`src/rtl/vx_scoreboard_scalar.sv`:
```
// vx_scoreboard_scalar
//
// Per-issue-slot register scoreboard for the scalar pipeline. One decoded
// instruction is held in a staging register until none of its source
// registers (nor its destination, when it writes one) has an outstanding
// write. It is then issued to operand fetch and its destination is marked
// pending until the matching end-of-packet writeback returns.
//
// Optional feature (compile-time macro):
//   SCOREBOARD_BYPASS_EN - the hazard check sees a same-cycle writeback
//                          clear, so a dependent instruction can issue in
//                          the cycle its producer writes back. Without it
//                          only the registered pending table is consulted.
//
// Parameters:
//   WIS_CNT  warps per issue slot (pending-table rows)
//   NR_BITS  register index width (2^NR_BITS pending bits per warp)
//   DATAW    opaque payload width, carried unmodified
//
// Ports:
//   clk, reset (async, active-low), flush (drops the staged instruction)
//   in_*   instruction from the ibuffer (valid/ready handshake)
//   out_*  staged instruction towards operand fetch (valid/ready handshake)
//   wb_*   writeback events; only wb_eop packets clear pending bits
//   perf_stalls  saturating count of cycles spent stalled on a hazard

module vx_scoreboard_scalar #(
    parameter int WIS_CNT = 4,
    parameter int NR_BITS = 6,
    parameter int DATAW   = 128,
    localparam int WIS_W  = (WIS_CNT > 1) ? $clog2(WIS_CNT) : 1
) (
    input  logic               clk,
    input  logic               reset,
    input  logic               flush,

    input  logic               in_valid,
    output logic               in_ready,
    input  logic [WIS_W-1:0]   in_wis,
    input  logic               in_wb,
    input  logic [NR_BITS-1:0] in_rd,
    input  logic [NR_BITS-1:0] in_rs1,
    input  logic [NR_BITS-1:0] in_rs2,
    input  logic [NR_BITS-1:0] in_rs3,
    input  logic [DATAW-1:0]   in_data,

    output logic               out_valid,
    input  logic               out_ready,
    output logic [WIS_W-1:0]   out_wis,
    output logic [NR_BITS-1:0] out_rd,
    output logic               out_wb,
    output logic [DATAW-1:0]   out_data,

    input  logic               wb_valid,
    input  logic [WIS_W-1:0]   wb_wis,
    input  logic [NR_BITS-1:0] wb_rd,
    input  logic               wb_eop,

    output logic [31:0]        perf_stalls
);

    localparam int NR_REGS = 1 << NR_BITS;

    // Staging register
    logic               stg_valid;
    logic [WIS_W-1:0]   stg_wis;
    logic               stg_wb;
    logic [NR_BITS-1:0] stg_rd;
    logic [NR_BITS-1:0] stg_rs1;
    logic [NR_BITS-1:0] stg_rs2;
    logic [NR_BITS-1:0] stg_rs3;
    logic [DATAW-1:0]   stg_data;

    // Pending table: one bit per (warp, register)
    logic [WIS_CNT-1:0][NR_REGS-1:0] pending;
    logic [WIS_CNT-1:0][NR_REGS-1:0] pending_next;

    logic [NR_REGS-1:0] pend_row;
    logic [NR_REGS-1:0] clr_row;
    logic [NR_REGS-1:0] eff_row;
    logic               hazard;
    logic               issue;
    logic               set_en;
    logic               wb_clr;
    logic [31:0]        stall_cnt;

    assign wb_clr = wb_valid && wb_eop;

    // Hazard check against the staged warp's row of the pending table
    always_comb begin
        pend_row = '0;
        for (int unsigned w = 0; w < WIS_CNT; w++) begin
            if (stg_wis == WIS_W'(w)) begin
                pend_row = pending[w];
            end
        end
`ifdef SCOREBOARD_BYPASS_EN
        clr_row = (wb_clr && (wb_wis == stg_wis)) ? (NR_REGS'(1) << wb_rd) : '0;
`else
        clr_row = '0;
`endif
        eff_row    = pend_row & ~clr_row;
        // x0 is hardwired: it never blocks anything
        eff_row[0] = 1'b0;
        hazard = eff_row[stg_rs1] | eff_row[stg_rs2] | eff_row[stg_rs3]
               | (stg_wb & eff_row[stg_rd]);
    end

    assign out_valid = stg_valid && !hazard;
    assign issue     = out_valid && out_ready;
    assign in_ready  = reset && (!stg_valid || issue);
    assign set_en    = issue && stg_wb && (stg_rd != '0);

    // Clear is applied first, then set, so a same-bit collision leaves the
    // bit set while independent bits each take their own update.
    always_comb begin
        pending_next = pending;
        for (int unsigned w = 0; w < WIS_CNT; w++) begin
            if (wb_clr && (wb_wis == WIS_W'(w))) begin
                pending_next[w][wb_rd] = 1'b0;
            end
        end
        for (int unsigned w = 0; w < WIS_CNT; w++) begin
            if (set_en && (stg_wis == WIS_W'(w))) begin
                pending_next[w][stg_rd] = 1'b1;
            end
            pending_next[w][0] = 1'b0;
        end
    end

    always_ff @(posedge clk or negedge reset) begin
        if (!reset) begin
            stg_valid <= 1'b0;
            stg_wis   <= '0;
            stg_wb    <= 1'b0;
            stg_rd    <= '0;
            stg_rs1   <= '0;
            stg_rs2   <= '0;
            stg_rs3   <= '0;
            stg_data  <= '0;
            pending   <= '0;
            stall_cnt <= '0;
        end else begin
            // flush has priority over a same-cycle capture
            if (flush) begin
                stg_valid <= 1'b0;
            end else if (in_valid && in_ready) begin
                stg_valid <= 1'b1;
                stg_wis   <= in_wis;
                stg_wb    <= in_wb;
                stg_rd    <= in_rd;
                stg_rs1   <= in_rs1;
                stg_rs2   <= in_rs2;
                stg_rs3   <= in_rs3;
                stg_data  <= in_data;
            end else if (issue) begin
                stg_valid <= 1'b0;
            end

            pending <= pending_next;

            if (stg_valid && hazard && (stall_cnt != '1)) begin
                stall_cnt <= stall_cnt + 32'd1;
            end
        end
    end

    assign out_wis     = stg_wis;
    assign out_rd      = stg_rd;
    assign out_wb      = stg_wb;
    assign out_data    = stg_data;
    assign perf_stalls = stall_cnt;

endmodule
```
`config.mk`:
```
export PLATFORM = sky130hd
export DESIGN_NAME = vx_scoreboard_scalar
export DESIGN_NICKNAME = d
export VERILOG_FILES = /design/src/rtl/vx_scoreboard_scalar.sv
export SDC_FILE = /design/constraint.sdc
export NUM_CORES = 1
export LEC_CHECK = 0
export CAP_MARGIN = 20
export CORE_UTILIZATION = 45
export CTS_CLUSTER_DIAMETER = 50
export CTS_CLUSTER_SIZE = 16
export DETAILED_ROUTE_END_ITERATION = 8
export DONT_BUFFER_PORTS = 1
export PLACE_DENSITY_LB_ADDON = 0.15
export SKIP_CTS_REPAIR_TIMING = 1
export SLEW_MARGIN = 20
export SYNTH_ARGS = -nofsm -noshare
export SYNTH_HDL_FRONTEND = slang
export SYNTH_SLANG_ARGS = --single-unit
```
`constraint.sdc`:
```
create_clock -name clk -period 3.9 [get_ports clk]
set_clock_uncertainty 0.05 [all_clocks]
set_input_delay 0.78 -clock clk [delete_from_list [all_inputs] [get_ports clk]]
set_output_delay 0.78 -clock clk [all_outputs]
set_load 0.02 [all_outputs]
```
Word level (Yosys, flattened, before mapping)
Index checks and enable logic that the tools add are counted.
{"block": "word_totals", "elab_cells": 96, "out_inout_bits": 171, "input_bits": 170, "regBits": 440}
{"block": "op_classes", "n_lt_le_gt_ge": 7, "eq_ne": 7, "muxes": 27, "bitwise_logic": 14, "reduce_logical": 27, "add_sub_neg": 1}
{"op": "$mux 64", "count": 12}
{"op": "$and 64x64->64", "count": 4}
{"op": "$or 64x64->64", "count": 4}
{"op": "$not 64->64", "count": 1}
{"op": "$lt 6x7->1 const B", "count": 5}
{"op": "$add 32x1->32 const B", "count": 1}
{"op": "$ne 32x32->1 const B", "count": 1}
{"op": "$bmux 1 s6", "count": 4}
{"op": "$logic_and 1x1->1", "count": 19}
{"op": "$demux 1 s6", "count": 2}
{"op": "$ge 6x1->1 const B", "count": 2}
{"op": "$mux 1", "count": 9}
{"op": "$eq 2x2->1 const B", "count": 4}
{"op": "$reduce_bool 6->1", "count": 1}
{"op": "$eq 2x1->1 const B", "count": 2}
{"op": "$logic_not 2->1", "count": 2}
{"op": "$or 1x1->1", "count": 3}
{"op": "$reduce_bool 3->1", "count": 1}
{"op": "$logic_not 1->1", "count": 2}
{"op": "$reduce_and 2->1", "count": 1}
{"op": "$and 1x1->1", "count": 1}
{"op": "$logic_or 1x1->1", "count": 1}
{"op": "$not 1->1", "count": 1}

Depth between registers and ports, before layout
{"block": "logic_depth", "ltp_word": 18, "depth_mapped": 18, "depth_no_buf": 10}

Worst setup path before layout
Ideal clock, no wire load.
{"block": "synth_timing", "path_kind": "register to output", "startpoint": "register stg_wis[1] (netlist: out_wis[1])", "endpoint": "output port out_valid", "arrival_time_ns": 3.217, "required_time_ns": 3.070, "path_buffers": 4, "path_stages_with_launch": 13, "slack_ns": -0.147, "cell_sequence": "dfrtp_1 buf_4 buf_2 buf_2 mux4_2 a31oi_1 nand3_1 a311oi_1 nand3_1 nor4b_4 nand2_1 buf_2 nor2_1"}
{"block": "synth_between", "elab_chain_cells": 12, "word_cells_on_any_way": 22, "classes_between": "eq/ne (3); mux (12); bitwise (4); reduce/logical (3)"}
{"item": "from (decl)", "line_no": "66", "rtl": "logic [WIS_W-1:0] stg_wis;"}
{"item": "from (signal assigned)", "line_no": "149", "rtl": "stg_wis <= in_wis;"}
{"item": "$logic_not 2->1", "line_no": "93", "rtl": "if (stg_wis == WIS_W'(w)) begin"}
{"item": "$mux 64 (3 in series)", "line_no": "93"}
{"item": "$mux 64 (*)", "line_no": "93"}
{"item": "$bmux 1 s6", "line_no": "105", "rtl": "hazard = eff_row[stg_rs1] | eff_row[stg_rs2] | eff_row[stg_rs3]"}
{"item": "$mux 1 (implied by the code)", "line_no": "105"}
{"item": "$or 1x1->1 (2 in series)", "line_no": "105"}
{"item": "$or 1x1->1 (*)", "line_no": "106", "rtl": "| (stg_wb & eff_row[stg_rd]);"}
{"item": "$logic_not 1->1 (*)", "line_no": "109", "rtl": "assign out_valid = stg_valid && !hazard;"}
{"item": "$logic_and 1x1->1 (*)", "line_no": "109"}
{"item": "to (decl)", "line_no": "47", "rtl": "output logic out_valid,"}
Every way passes the cells marked *; elsewhere a longest branch is shown, timed or not. The select of a mux whose other input is x is not followed.

Worst setup path in the final report
{"block": "layout_timing", "startpoint": "register stg_wis[1] (netlist: out_wis[1])", "endpoint": "output port in_ready"}
{"block": "layout_between", "elab_chain_cells": 15, "word_cells_on_any_way": 25, "classes_between": "eq/ne (3); mux (12); bitwise (4); reduce/logical (6)"}
{"item": "$logic_not 2->1", "line_no": "93"}
{"item": "$mux 64 (3 in series)", "line_no": "93"}
{"item": "$mux 64 (*)", "line_no": "93"}
{"item": "$bmux 1 s6", "line_no": "105"}
{"item": "$mux 1 (implied by the code)", "line_no": "105"}
{"item": "$or 1x1->1 (2 in series)", "line_no": "105"}
{"item": "$or 1x1->1 (*)", "line_no": "106"}
{"item": "$logic_not 1->1 (*)", "line_no": "109"}
{"item": "$logic_and 1x1->1 (*)", "line_no": "109"}
{"item": "$logic_and 1x1->1 (*)", "line_no": "110", "rtl": "assign issue = out_valid && out_ready;"}
{"item": "$logic_or 1x1->1 (*)", "line_no": "111", "rtl": "assign in_ready = reset && (!stg_valid || issue);"}
{"item": "$logic_and 1x1->1 (*)", "line_no": "111"}
{"item": "to (decl)", "line_no": "38", "rtl": "output logic in_ready,"}
Marks and branches as above.

==> metrics <==
Synth area leader=dfrtp_1; number of CTS-inserted buffers=47; Port-buffer cells=0; Hold Slack=-166 ps; Yosys cell types=73; Syn Nets=2,408; Yosys reg bits=440; switching part of the total power=a little under two fifths; Vias=21,500; RSZ-0062 raised after global routing=yes; Slew HR=14.9%; final worst path period share=121%; final hold vios=~220; P_int=between 0.01 and 0.015 W; outcome=finished with violations; Worst Path Max Fanout=10; Power Density=533 nW/um^2; # placed instances=2,979; clock share of power=30.6%; DIE HEIGHT=~240 um; synth warn=0; grt total ovfl=0; Top FF cell, synth=dfrtp_1; Sw Pwr=approximately 0.0059 W; first-pass GRT wire length=approximately 140 mm; DRC=0; EDFF count, synth=0; critical path capture point type=primary output; Clk pin slew, worst setup/hold paths=70 ps; Comb power frac=about 31%; Crit Path Class=reg2out; CTS tree=done; f_max=0.212 GHz; fin nets=2,548; clock buffer depth=3; commonest non-fill, non-tap cells in the layout=dfrtp_1, o21ai_0, nand2_1, buf_4, mux2_2; total area of multi-input combinational cells=13,100 um^2; Finished Layout Cells=3,113; starting density of the core=45.8%; Max Slew Vio Count=0; CP startpoint kind=flop; Die Wd=236 um; hold crit path type=in2async; Register Area=~11,000 um^2; setup TNS=-74,530 ps; routability cong.=between 1 and 1.5; most common cell after layout, fill and taps aside=dfrtp_1; vias in the first global route=20,800; via density per instance=between 6 and 7; Worst Setup Slack, final=-807 ps; failing checks=hold timing, setup timing; Gate Count Post-Synth=2,237; Setup Viol. Count Final=417; largest cells by area after synthesis=dfrtp_1, mux4_2, mux2_2; Yosys top cell area share=44.5%; # rows=85; Min Clock Period, post-route=approximately 4700 ps; DRT antenna net count=0; largest net degree at the start of global routing=443; GRT Util Overall=32.5%; placed wire-length estimate=roughly 63 mm; drt first pass iters=6; max-cap violations=0; CP required=3070 ps; Worst VDD drop=a little under 0.4 mV; I/O pin count=341; Clock Sinks=440; Die Area=roughly 56,000 um^2; leakage=12.4 nW; layout cells sized above 1=32.9%; CTS root buffer=clkbuf_16; DRT iter0 DRCs=2,597; WL/cell=31.5 um; Tightest Pin Transition=1280 ps; Async S/R FF share, synth=between 90% and 100%; Seq pwr share=38.4%; antenna violations before repair=4; mean post-synth cell area=11.1 um^2; Post-Route WL=98.0 mm; area added between synthesis and finish=20.6%; crit path DAT=around 3900 ps; register area share after synthesis=44.5%; Mapped Area=24,700 um^2; core area=about 54,000 um^2; clk_lat worst skew=610 ps; fill count=4,629; H-Tree Depth=2
## critical path, cell delays in order (launching register included)
cell and delay [ps]:
dfrtp_4 440, buf_6 160, clkbuf_16 170, buf_6 160, mux4_2 520, mux2i_1 210, mux2i_2 150, a32oi_1 210
o211ai_1 230, a31oi_1 280, nor4b_4 240, buf_6 170, a31o_4 160, and2_4 180
## final cells by class
type / instances / area share [%]
Clock buffer: 52 / 4.11
Sequential cell: 440 / 36.9
Inverter: 14 / 0.189
Multi-Input combinational cell: 1598 / 44.0
Timing Repair Buffer: 276 / 10.3
Clock inverter: 35 / 1.56
Antenna cell: 2 / 0.0168
Tap cell: 696 / 2.92
## stage by stage
step / setup WS [ps] / hold WS (ps) / utilization (%) / cell area, um^2 / total power, W
floorplan: 6.66 / 416 / - / 24800 / 0.00861
global placement: -228 / 432 / 49.7 / 26900 / 0.0106
detailed placement: -280 / 444 / 49.7 / 26900 / 0.0106
CTS: -957 / -177 / 52.9 / 28600 / 0.0155
global route: -824 / -170 / 55.2 / 29800 / 0.0164
finish: -807 / -166 / 55.2 / 29800 / 0.0159
## power groups by stage
| stage | combinational (W) | clock [W] | sequential [W] |
|---|---|---|---|
| 3_3_place_gp | 0.00439 | 0 | 0.00617 |
| 3_5_place_dp | 0.00444 | 0 | 0.00618 |
| 4_1_cts | 0.00445 | 0.00494 | 0.00610 |
| 5_1_grt | 0.00509 | 0.00511 | 0.00616 |
| 6_report | 0.00493 | 0.00487 | 0.00611 |
| 2_1_floorplan | 0.00270 | 0 | 0.00591 |
## flip-flops by register name (all words and copies together), names as in the netlist
| register | flops |
|---|---|
| out_data | 128 |
| out_rd | 6 |
| out_wb | 1 |
| out_wis | 2 |
| pending | 252 |
| perf_stalls | 32 |
| stg_rs1 | 6 |
| stg_rs2 | 6 |
| stg_rs3 | 6 |
| stg_valid | 1 |
## metal layers
layer	global-route usage [%]	part of all wire, %
met1	43.2	38
met2	50.5	46
met3	7.16	11
met4	16.0	6.0
met5	0	0.013
## cell families (layout without fill, tap and decap cells)
logic type / Yosys count / after routing / synth area share, %
AOI/OAI and AO/OA: 683 / 683 / 15.6
xor gates and xnor gates: 29 / 29 / 1.03
adders and majority gates: 1 / 1 / 0.0506
buffers and inverters: 200 / 377 / 4.37
DFF: 440 / 440 / 44.5
muxes: 440 / 440 / 25.9
other: 0 / 2 / 0
and+or+nand+nor: 444 / 445 / 8.58
## cells in the mapped netlist, types with 26 or more instances
| library cell | instances |
|---|---|
| dfrtp_1 | 440 |
| o21ai_0 | 367 |
| nand2_1 | 210 |
| mux2_2 | 185 |
| o21ai_1 | 150 |
| mux4_2 | 142 |
| mux2i_1 | 113 |
| clkbuf_1 | 100 |
| nor2_1 | 56 |
| a22oi_1 | 31 |
| buf_6 | 28 |
| nor3_1 | 27 |
| nor2b_1 | 26 |
| o22ai_1 | 26 |
## final timing paths
path	from	endpoint	slack, ps	depth (start not counted)
worst min-delay path	reset	pending[109]$_DFF_PN0_	-170	0
worst max-delay path	out_wis[1]$_DFFE_PN0P_	in_ready	-810	13
min in group clk	flush	stg_valid$_DFFE_PN0P_	200	1
worst min register to register	pending[8]$_DFF_PN0_	pending[8]$_DFF_PN0_	460	2
max in group asynchronous	reset	out_wis[0]$_DFFE_PN0P_	2930	0
worst max register to register	out_wis[1]$_DFFE_PN0P_	pending[23]$_DFF_PN0_	-350	16
No activity file was read; power rests on OpenSTA's default activity.
